==> src/rtl/uart_rx_framed.sv <==
// UART receiver with input synchroniser, optional parity, 1/2 stop bits, false-start
// rejection and a valid/ready holding register that assembles W_OUT-bit words.
module uart_rx_framed #(
  parameter int unsigned CLOCKS_PER_PULSE = 4,
  parameter int unsigned BITS_PER_WORD    = 8,
  parameter int unsigned W_OUT            = 16,
  parameter int unsigned PARITY           = 0,
  parameter int unsigned STOP_BITS        = 1,
  parameter int unsigned SYNC_STAGES      = 2
) (
  input  logic             clk,
  input  logic             rst,
  input  logic             rx,
  input  logic             m_ready,
  output logic             m_valid,
  output logic [W_OUT-1:0] m_data,
  output logic             m_frame_err,
  output logic             m_parity_err,
  output logic             overflow
);

  localparam int unsigned NUM_WORDS = W_OUT / BITS_PER_WORD;
  localparam int unsigned HALF      = CLOCKS_PER_PULSE / 2;
  localparam int unsigned CW        = $clog2(CLOCKS_PER_PULSE);
  localparam int unsigned BW        = $clog2(BITS_PER_WORD + 1);
  localparam int unsigned WW        = $clog2(NUM_WORDS + 1);

  typedef enum logic [2:0] {
    S_IDLE, S_START, S_DATA, S_PARITY, S_STOP, S_BREAK
  } state_t;

  state_t             r_state;
  state_t             w_next;
  logic [SYNC_STAGES-1:0] r_sync;
  logic [CW-1:0]      r_cnt;
  logic [BW-1:0]      r_bit;
  logic [WW-1:0]      r_char;
  logic [W_OUT-1:0]   r_word;
  logic               r_par;
  logic               r_perr;
  logic               r_ferr;
  logic               r_stop_bad;
  logic               w_rxs;
  logic               w_tc;
  logic               w_char_done;
  logic               w_word_done;
  logic               w_last_bit;
  logic               w_last_stop;
  logic               w_par_bad;
  logic               w_load;

  // Metastability guard on the asynchronous line; idles high
  always_ff @(posedge clk or posedge rst) begin
    if (rst) r_sync <= '1;
    else     r_sync <= {r_sync[SYNC_STAGES-2:0], rx};
  end

  assign w_rxs       = r_sync[SYNC_STAGES-1];
  assign w_last_bit  = (r_bit == BW'(BITS_PER_WORD - 1));
  assign w_last_stop = (r_bit == BW'(STOP_BITS - 1));
  assign w_par_bad   = (PARITY == 2) ? (r_par ^ w_rxs) : ~(r_par ^ w_rxs);
  assign w_word_done = w_char_done && (r_char == WW'(NUM_WORDS - 1));
  assign w_load      = w_word_done && (!m_valid || m_ready);

  always_ff @(posedge clk or posedge rst) begin
    if (rst) r_state <= S_IDLE;
    else     r_state <= w_next;
  end

  always_comb begin
    w_next      = r_state;
    w_tc        = 1'b0;
    w_char_done = 1'b0;
    case (r_state)
      S_IDLE: if (!w_rxs) w_next = S_START;
      S_START: begin
        w_tc = (r_cnt == CW'(HALF - 1));
        if (w_tc) w_next = w_rxs ? S_IDLE : S_DATA;
      end
      S_DATA: begin
        w_tc = (r_cnt == CW'(CLOCKS_PER_PULSE - 1));
        if (w_tc && w_last_bit) w_next = (PARITY != 0) ? S_PARITY : S_STOP;
      end
      S_PARITY: begin
        w_tc = (r_cnt == CW'(CLOCKS_PER_PULSE - 1));
        if (w_tc) w_next = S_STOP;
      end
      S_STOP: begin
        w_tc = (r_cnt == CW'(CLOCKS_PER_PULSE - 1));
        if (w_tc && w_last_stop) begin
          w_char_done = 1'b1;
          w_next      = (r_stop_bad || !w_rxs) ? S_BREAK : S_IDLE;
        end
      end
      S_BREAK: if (w_rxs) w_next = S_IDLE;
      default: w_next = S_IDLE;
    endcase
  end

  // Datapath: data bits shift straight into the word so the first character ends up lowest
  always_ff @(posedge clk or posedge rst) begin
    if (rst) begin
      r_cnt        <= '0;
      r_bit        <= '0;
      r_char       <= '0;
      r_word       <= '0;
      r_par        <= 1'b0;
      r_perr       <= 1'b0;
      r_ferr       <= 1'b0;
      r_stop_bad   <= 1'b0;
      m_valid      <= 1'b0;
      m_data       <= '0;
      m_frame_err  <= 1'b0;
      m_parity_err <= 1'b0;
      overflow     <= 1'b0;
    end else begin
      r_cnt <= (w_tc || r_state == S_IDLE || r_state == S_BREAK) ? '0 : r_cnt + CW'(1);
      case (r_state)
        S_IDLE, S_BREAK: begin
          r_bit      <= '0;
          r_par      <= 1'b0;
          r_stop_bad <= 1'b0;
        end
        S_DATA: if (w_tc) begin
          r_word <= {w_rxs, r_word[W_OUT-1:1]};
          r_par  <= r_par ^ w_rxs;
          r_bit  <= w_last_bit ? '0 : r_bit + BW'(1);
        end
        S_PARITY: if (w_tc && w_par_bad) r_perr <= 1'b1;
        S_STOP: if (w_tc) begin
          if (!w_rxs) begin
            r_stop_bad <= 1'b1;
            r_ferr     <= 1'b1;
          end
          r_bit <= w_last_stop ? '0 : r_bit + BW'(1);
        end
        default: ;
      endcase
      if (w_char_done) r_char <= w_word_done ? '0 : r_char + WW'(1);
      if (w_word_done) begin
        r_ferr <= 1'b0;
        r_perr <= 1'b0;
      end
      // Holding register: load when free or draining this cycle, else drop and flag
      overflow <= 1'b0;
      if (w_load) begin
        m_valid      <= 1'b1;
        m_data       <= r_word;
        m_frame_err  <= r_ferr | ~w_rxs;
        m_parity_err <= r_perr;
      end else if (w_word_done) begin
        overflow <= 1'b1;
      end else if (m_ready) begin
        m_valid <= 1'b0;
      end
    end
  end

endmodule

==> config.mk <==
export PLATFORM = sky130hd
export DESIGN_NAME = uart_rx_framed
export DESIGN_NICKNAME = d
export VERILOG_FILES = /design/src/rtl/uart_rx_framed.sv
export SDC_FILE = /design/constraint.sdc
export NUM_CORES = 1
export LEC_CHECK = 0
export BUFFER_PORTS_ARGS = -buffer_cell sky130_fd_sc_hd__buf_2
export CAP_MARGIN = 20
export CORE_ASPECT_RATIO = 1.2
export CORE_UTILIZATION = 62
export DETAILED_ROUTE_END_ITERATION = 8
export PLACE_DENSITY = 0.9
export REMOVE_ABC_BUFFERS = 1
export SLEW_MARGIN = 10
export SYNTH_ARGS = -nofsm -noshare
export SYNTH_HDL_FRONTEND = slang
export SYNTH_SLANG_ARGS = --single-unit
==> constraint.sdc <==
create_clock -name clk -period 4.4 [get_ports clk]
set_input_delay 0.88 -clock clk [delete_from_list [all_inputs] [get_ports clk]]
set_output_delay 0.88 -clock clk [all_outputs]
set_load 0.01 [all_outputs]
## Word level (Yosys, flattened, before mapping)

Cells that the tools add are included.

| storage, ports and cells | value |
|---|---|
| bits in registers | 53 |
| input bits | 4 |
| output and inout bits | 20 |
| logic and storage cells | 107 |

| cells by class | value |
|---|---|
| add/sub/neg operators | 3 |
| eq/ne operators | 20 |
| multiplexer cells | 34 |
| bitwise operators | 4 |
| reduce and logical (&&, ||, !) cells | 31 |

Operator list:

| kind | number |
|---|---|
| 3-bit 2-to-1 mux | 7 |
| 2-bit != test (second input constant) | 9 |
| 3-bit case mux with 6 select lines | 1 |
| 4-bit 2-to-1 mux | 4 |
| 1-bit 2-to-1 mux | 15 |
| 2-bit nonzero test | 7 |
| 4-bit case mux with 3 select lines | 1 |
| 3-bit AND reduction | 3 |
| 2-bit AND reduction | 4 |
| 3-bit by 2-bit equality test with 1-bit output (second input constant) | 2 |
| 3-bit equality test (second input constant) | 2 |
| 2-bit 2-to-1 mux | 3 |
| 1-bit case mux with 2 select lines | 3 |
| 6-bit AND reduction | 1 |
| 1-bit logical AND | 5 |
| 2-bit by 1-bit adder with 2-bit output (second input constant) | 2 |
| 4-bit by 1-bit adder with 4-bit output (second input constant) | 1 |
| 2-bit by 1-bit equality test with 1-bit output (second input constant) | 2 |
| 4-bit by 3-bit equality test with 1-bit output (second input constant) | 1 |
| 4-bit logical NOT | 1 |
| 1-bit logical OR | 4 |
| 2-bit by 1-bit != test with 1-bit output (second input constant) | 2 |
| 3-bit by 1-bit equality test with 1-bit output (second input constant) | 1 |
| 3-bit logical NOT | 1 |
| 8 further kinds | 10 |

## Logic depth before layout (Yosys ltp)

Gate-level depths: netlist of the first run.

| depth | value |
|---|---|
| word-level depth | 8 |
| mapped depth | 7 |
| mapped depth without buffers | 6 |

## Least setup slack after synthesis of the first run

Ideal clock, no wire load.

| path | value |
|---|---|
| path kind | input port to flip-flop |
| start point | input m_ready |
| end point | register m_data[10] |
| library setup time | 0.125 ns |
| arrival | 1.625 ns |
| required time | 4.275 ns |
| slack | 2.650 ns |
| cell stages on the path | 4 |
| buffers on the path | 1 |
| path through | nand2b_1 nand4_2 buf_6 mux2_4 |

| on the way | value |
|---|---|
| longest elaborated chain between the ends | 2 |

Ends and longest elaborated chain:

| element | line | text |
|---|---|---|
| from (decl) | 14 | `input logic m_ready,` |
| 1-bit logical OR | 63 | `assign w_load = w_word_done && (!m_valid \|\| m_ready);` |
| 1-bit logical AND | 63 |  |
| to (signal assigned) | 148 | `m_data <= r_word;` |
| to (decl) | 16 | `output logic [W_OUT-1:0] m_data,` |

No other way between the ends.
A chain may end at the register's enable or synchronous reset.

## Worst setup path in the final report of the first run

| path | value |
|---|---|
| start point | register r_cnt[0] |
| end point | register m_data[4] |

| on the way | value |
|---|---|
| longest elaborated chain between the ends | 6 |

Ends and longest elaborated chain:

| element | line | text |
|---|---|---|
| from (decl) | 35 | `logic [CW-1:0] r_cnt;` |
| from (signal assigned) | 117 | `r_cnt <= (w_tc \|\| r_state == S_IDLE \|\| r_state == S_BREAK) ? '0 : r_cnt + CW'(1);` |
| 2-bit equality test | 89 | `w_tc = (r_cnt == CW'(CLOCKS_PER_PULSE - 1));` |
| 1-bit logical AND | 90 | `if (w_tc && w_last_stop) begin` |
| 1-bit 2-to-1 mux | 90 |  |
| 1-bit 2-to-1 mux | 74 | `case (r_state)` |
| 1-bit logical AND | 62 | `assign w_word_done = w_char_done && (r_char == WW'(NUM_WORDS - 1));` |
| 1-bit logical AND | 63 |  |

No other way between the ends.

==> results of run 1 <==
cell usage after synthesis (2+ instances only):
| library cell | number | area (um2) |
|---|---|---|
| dfrtp_1 | 51 | 1280 |
| mux2_2 | 16 | 180 |
| mux2_4 | 16 | 240 |
| nand2_1 | 14 | 52.6 |
| nor2_1 | 10 | 37.5 |
| inv_1 | 7 | 26.3 |
| o21ai_0 | 7 | 35.0 |
| ha_1 | 5 | 62.6 |
| nand2b_1 | 5 | 31.3 |
| nor3_1 | 5 | 25.0 |
| o21a_1 | 5 | 37.5 |
| a21oi_1 | 4 | 20.0 |
| buf_6 | 4 | 45.0 |
| buf_2 | 3 | 15.0 |
| a22oi_1 | 2 | 15.0 |
| and3b_1 | 2 | 17.5 |
| clkbuf_1 | 2 | 7.51 |
| dfstp_2 | 2 | 52.6 |
| nand3_1 | 2 | 10.0 |
| nor2b_1 | 2 | 12.5 |
| nor3b_4 | 2 | 37.5 |
| o211ai_1 | 2 | 15.0 |
| o22ai_1 | 2 | 12.5 |
| o31ai_1 | 2 | 15.0 |
flip-flops by register name, summed over array words and instances, names as in the netlist, 2 cells and up:
| signal | flops |
|---|---|
| r_sync | 2 |
| r_state | 3 |
| r_bit | 4 |
| r_word | 16 |
| r_cnt | 2 |
| r_char | 2 |
| m_data | 16 |
path summary, 6_finish.rpt:
| check | startpoint | end | cells after the start |
|---|---|---|---|
| worst max-delay path | r_cnt[0] | m_data[4] | 4 |
| worst min-delay path | r_sync[0] | r_sync[1] | 0 |
| worst max register to register | r_cnt[0] | m_data[4] | 4 |
| worst min register to register | r_sync[0] | r_sync[1] | 0 |
| max in group asynchronous | rst | r_word[14] | 3 |
| min in group asynchronous | rst | r_cnt[0] | 2 |
cells by family (layout without fill, tap and decap cells):
kind of cell	Yosys count	in the layout	synth area share, %
DFF	53	53	54.4
and+or+nand+nor	46	46	11.0
AOI/OAI and AO/OA	37	37	10.6
muxes	32	32	17.2
buffers and inverters	16	39	3.84
adders and majority gates	5	5	2.56
xor gates and xnor gates	1	1	0.359
power breakdown:
part           internal, mW  switching, mW  leakage [nW]
clock                 0.116          0.164        0.0423
combinational         0.114          0.122         0.601
sequential            0.523         0.0737         0.727
total                 0.753          0.360          1.37
layout make-up:
type	count	share of cell area, %
clock buffer	5	2.58
clock inverter	3	0.984
inverter	7	0.984
multi-input combinational	121	38.2
sequential	53	49.8
tap	52	2.44
timing repair buffer	24	5.06
per-stage QoR:
step                      power, mW  cells  cell area, um2
final                          1.11    265            2670
after detailed placement      0.838    256            2550
after global placement        0.827    256            2550
after global routing           1.18    265            2670
after CTS                      1.12    264            2650
after floorplan               0.779    181            2370
metal layers:
layer	routed length (um)	global-route usage (%)	vias to the layer above
met5	0	0	-
met4	86	7.67	0
met3	119	5.67	9
met2	2280	38.5	27
met1	1710	26.6	757
li1	-	-	719
critical path: cells and delay by family (launching register included):
| kind | cells | cell delay [ns] |
|---|---|---|
| simple gates | 2 | 0.98 |
| mux | 1 | 0.54 |
| fa+ha+maj | 1 | 0.42 |
| flops | 1 | 0.39 |
==> impl_metrics.toml, run 1 <==
[grt]
grt_overflow_total = 0
grt_pass1_vias = 1553
grt_max_degree = 54
grt_pass1_wl_mm = 6.99
grt_use_total_pct = 22.3
antenna_found_initial = 0

[die]
rows = 24
start_util_pct = 66.1
die_h_um = 70.8
die-area_um2 = 4200
core_um2 = 3690
io_pins = 24
die_w_um = 59.3

[logic_synthesis]
ys_warn_count = 0
syn_inst = 190
synth-seq-cells = 53
async_flop_share_pct = 100
synth_cell_types = 42
yosysSeqAreaShare_pct = 54.4
synth_edf_count = 0
netlist_area_um2 = 2440
avgSynthCellArea_um2 = 12.9
yosys_most_used_dff = "dfrtp_1"

[worst_hold_path]
hold_class = "register to register"

[placed_design]
gp_congestion = 0.813
dp_slack_ns = 1.94
portBuffers = 23
place_hpwl_mm = 2.88

[cts]
post_cts.repair.setup_buffers = 0
clk_pin_slew_ns = 0.10
cts-resized-gates = 0
cts_hold_buf = 0
cts_buffer_depth = 2
cts_tree = "yes"
clk_latency_ns = 0.31
numCtsBuffers = 5
cts_root_buf = "clkbuf_8"
clock_sinks = 53
htreeDepth = 2

[cells_and_area]
final_layout_size_suffix_gt1_share_pct = 34.3
fillers = 246
diodes = 0
mostFrequentLayoutCells = "51 x dfrtp_1, 23 x buf_2, 16 x mux2_2, 16 x mux2_4, 14 x nand2_1"
utilization_pct = 72.3
area_growth_pct = 9.32
register_area_um2 = 1330
nets = 221
layout_commonest_cell = "dfrtp_1"
multi_input_area_um2 = 1020

[setup_path]
cp_slowest_stage_delay_ns = 0.66
cp.arrival_ns = 2.65
cp_max_fo = 20
cp_slowest_cell = "nand4_2"
required_ns = 4.59
criticalPathCategory = "register to register"
critPathCaptureType = "register"
crit_chain = "ha_1 -> and4bb_1 -> nand4_2 -> mux2_4"
start_kind = "register"
r2r_setup_slack_ns = 1.94

[routing]
firstDrtPassIters = 4
routedWlPerCell_um = 15.8
vias = 1512
ant_nets = 0
vias_per_cell = 5.71
drc_errors = 0
wirelength_mm = 4.20
drtIter0Drc = 56

[sta]
period_needed_ns = 2.46
rsz0062_at_grt = "false"
hold_viol = 0
relSlewSlack_pct = 44.6
holdWs_ns = 0.359
final.setup_skew_ns = 0.00878
fin_setup_tns_ns = 0
slew_violations = 0
max_freq_ghz = 0.406
setup_ws_ns = 1.94
setup_violations = 0
finalCritPeriodShare_pct = 56.0
worst_pin_slew_ns = 0.830

[power_and_ir_drop]
power.density_nw_per_um2 = 417
p_leak_nw = 1.37
vdd_drop_max_uv = 298

[outcome]
outcome = "completed"

[run]
cap_violations = 0
(Power assumes the default switching activity.)
==> run 2, diff against run 1 <==
--- a/config.mk
+++ b/config.mk
@@ -8,9 +8,9 @@
 export BUFFER_PORTS_ARGS = -buffer_cell sky130_fd_sc_hd__buf_2
 export CAP_MARGIN = 20
 export CORE_ASPECT_RATIO = 1.2
-export CORE_UTILIZATION = 62
+export CORE_UTILIZATION = 52
 export DETAILED_ROUTE_END_ITERATION = 8
-export PLACE_DENSITY = 0.9
+export PLACE_DENSITY = 0.81
 export REMOVE_ABC_BUFFERS = 1
 export SLEW_MARGIN = 10
 export SYNTH_ARGS = -nofsm -noshare
==> constraint.sdc (replaced) <==
create_clock -name clk -period 2.1 [get_ports clk]
set_input_delay 0.42 -clock clk [delete_from_list [all_inputs] [get_ports clk]]
set_output_delay 0.42 -clock clk [all_outputs]
set_load 0.01 [all_outputs]
==> run 2 against run 1 <==
Against the previous run: sequential power grew 99%; wire length down 5.6%; via count decreased by 0.86%; global-route usage decreased by 4.5 points; combinational power grew to 2.6 times the previous value; maximum frequency rose by 38%; clock power up 150%; setup slack lost 1.6 ns.
==> impl_metrics.toml, run 2 (same netlist as run 1, synthesis figures left out) <==
[die]
die-area_um2 = 4980
io_pins = 24
core_um2 = 4390
start_util_pct = 55.6
die_w_um = 64.6
rows = 26
die_h_um = 77.1

[power_and_ir_drop]
p_int_mw = 1.72
p_total_mw = 2.48
power_frac_comb_pct = 24.3
p_leak_nw = 1.41
power.switching_mw = 0.756
vdd_drop_max_uv = 418
p_sw_share_pct = 30.5
clockPowerShare_pct = 27.8
power_frac_seq_pct = 47.9
power.density_nw_per_um2 = 910

[cts]
clk_latency_ns = 0.30
clk_pin_slew_ns = 0.09
cts_hold_buf = 0
htreeDepth = 2
cts_tree = "yes"
numCtsBuffers = 5
cts_root_buf = "clkbuf_8"
cts-resized-gates = 0
cts_buffer_depth = 2
clock_sinks = 53
post_cts.repair.setup_buffers = 0

[cells_and_area]
final_layout_size_suffix_gt1_share_pct = 36.1
mostFrequentLayoutCells = "51 x dfrtp_1, 23 x buf_2, 16 x mux2_2, 16 x mux2_4, 14 x nand2_1"
area_growth_pct = 11.6
layout_commonest_cell = "dfrtp_1"
final_cells = 275
fin_area_um2 = 2730
top_regs = "m_data x16, r_word x16, r_bit x4"
nets = 227
diodes = 0

[routing]
vias_per_cell = 5.45
drc_errors = 0
wirelength_mm = 3.96
ant_nets = 0
firstDrtPassIters = 4
vias = 1499
wl_met2_mm = 1.94
routedWlPerCell_um = 14.4
dr_wl_met3_um = 101
routed.top_layer = "met4"
drtIter0Drc = 86
drt-met1-wl_mm = 1.83

[placed_design]
dp_slack_ns = 0.327
place_hpwl_mm = 2.69
portBuffers = 23
dpl_cell_area_um2 = 2610
gp_congestion = 0.872
dp_cells = 267

[sta]
final.setup_skew_ns = 0.00492
relSlewSlack_pct = 57.2
period_needed_ns = 1.78
hold_viol = 0
worst_pin_slew_ns = 0.641
finalCritPeriodShare_pct = 84.7
setup_violations = 0
max_freq_ghz = 0.562
rsz0062_at_grt = "false"
setup_ws_ns = 0.321
slew_violations = 0

[setup_path]
critPathCaptureType = "register"
required_ns = 2.30
start_kind = "register"
cp_max_fo = 20
cp.arrival_ns = 1.97
r2r_setup_slack_ns = 0.32
criticalPathCategory = "register to register"

[run]
cap_violations = 0

[grt]
grt_use_total_pct = 17.8
grt_pass1_vias = 1504
grt_pass1_wl_mm = 6.84
grt_overflow_total = 0
grt_max_degree = 54
antenna_found_initial = 0

[worst_hold_path]
hold_class = "input pin to register"

[outcome]
outcome = "completed"
## run 2: path summary, 6_finish.rpt
check                                from        end  cells past startpoint
max in group asynchronous             rst     r_perr                      3
min in group asynchronous             rst  r_word[4]                      3
worst min register to register  r_sync[0]  r_sync[1]                      0
worst max register to register   r_bit[0]  m_data[7]                      6
worst max-delay path             r_bit[0]  m_data[7]                      6
worst min-delay path                   rx  r_sync[0]                      1
## run 2: worst max-delay path: stages (launching register included)
cell     delay (ns)
dfrtp_1        0.42
inv_1          0.09
ha_1           0.15
nor3b_4        0.31
nand4_2        0.13
buf_4          0.25
mux2_4         0.32
## run 2: layout make-up
class | instances | area, um2
timing repair buffer | 30 | 168
fill | 354 | 1670
multi-input combinational | 121 | 1020
inverter | 7 | 26.3
sequential | 53 | 1330
tap | 56 | 70.1
clock buffer | 5 | 68.8
clock inverter | 3 | 43.8
## run 2: layer usage
metal	up-vias	global-route usage [%]
met5	-	0
met4	0	9.56
met1	734	22.2
li1	729	-
met3	7	2.68
met2	29	29.4
## run 2: metrics by stage
step	hold slack, ns	setup TNS, ns	util [%]
2_1_floorplan	0.345	-0.515	-
3_3_place_gp	0.346	0	59.5
3_5_place_dp	0.347	0	59.5
4_1_cts	0.197	0	62.1
5_1_grt	0.192	0	62.1
6_report	0.205	0	62.1
## run 2: power by group through the flow
stage	sequential [mW]	clock (mW)	combinational (mW)
2_1_floorplan	1.23	0	0.400
3_3_place_gp	1.20	0	0.590
3_5_place_dp	1.21	0	0.597
4_1_cts	1.19	0.712	0.602
5_1_grt	1.20	0.750	0.672
6_report	1.19	0.689	0.603
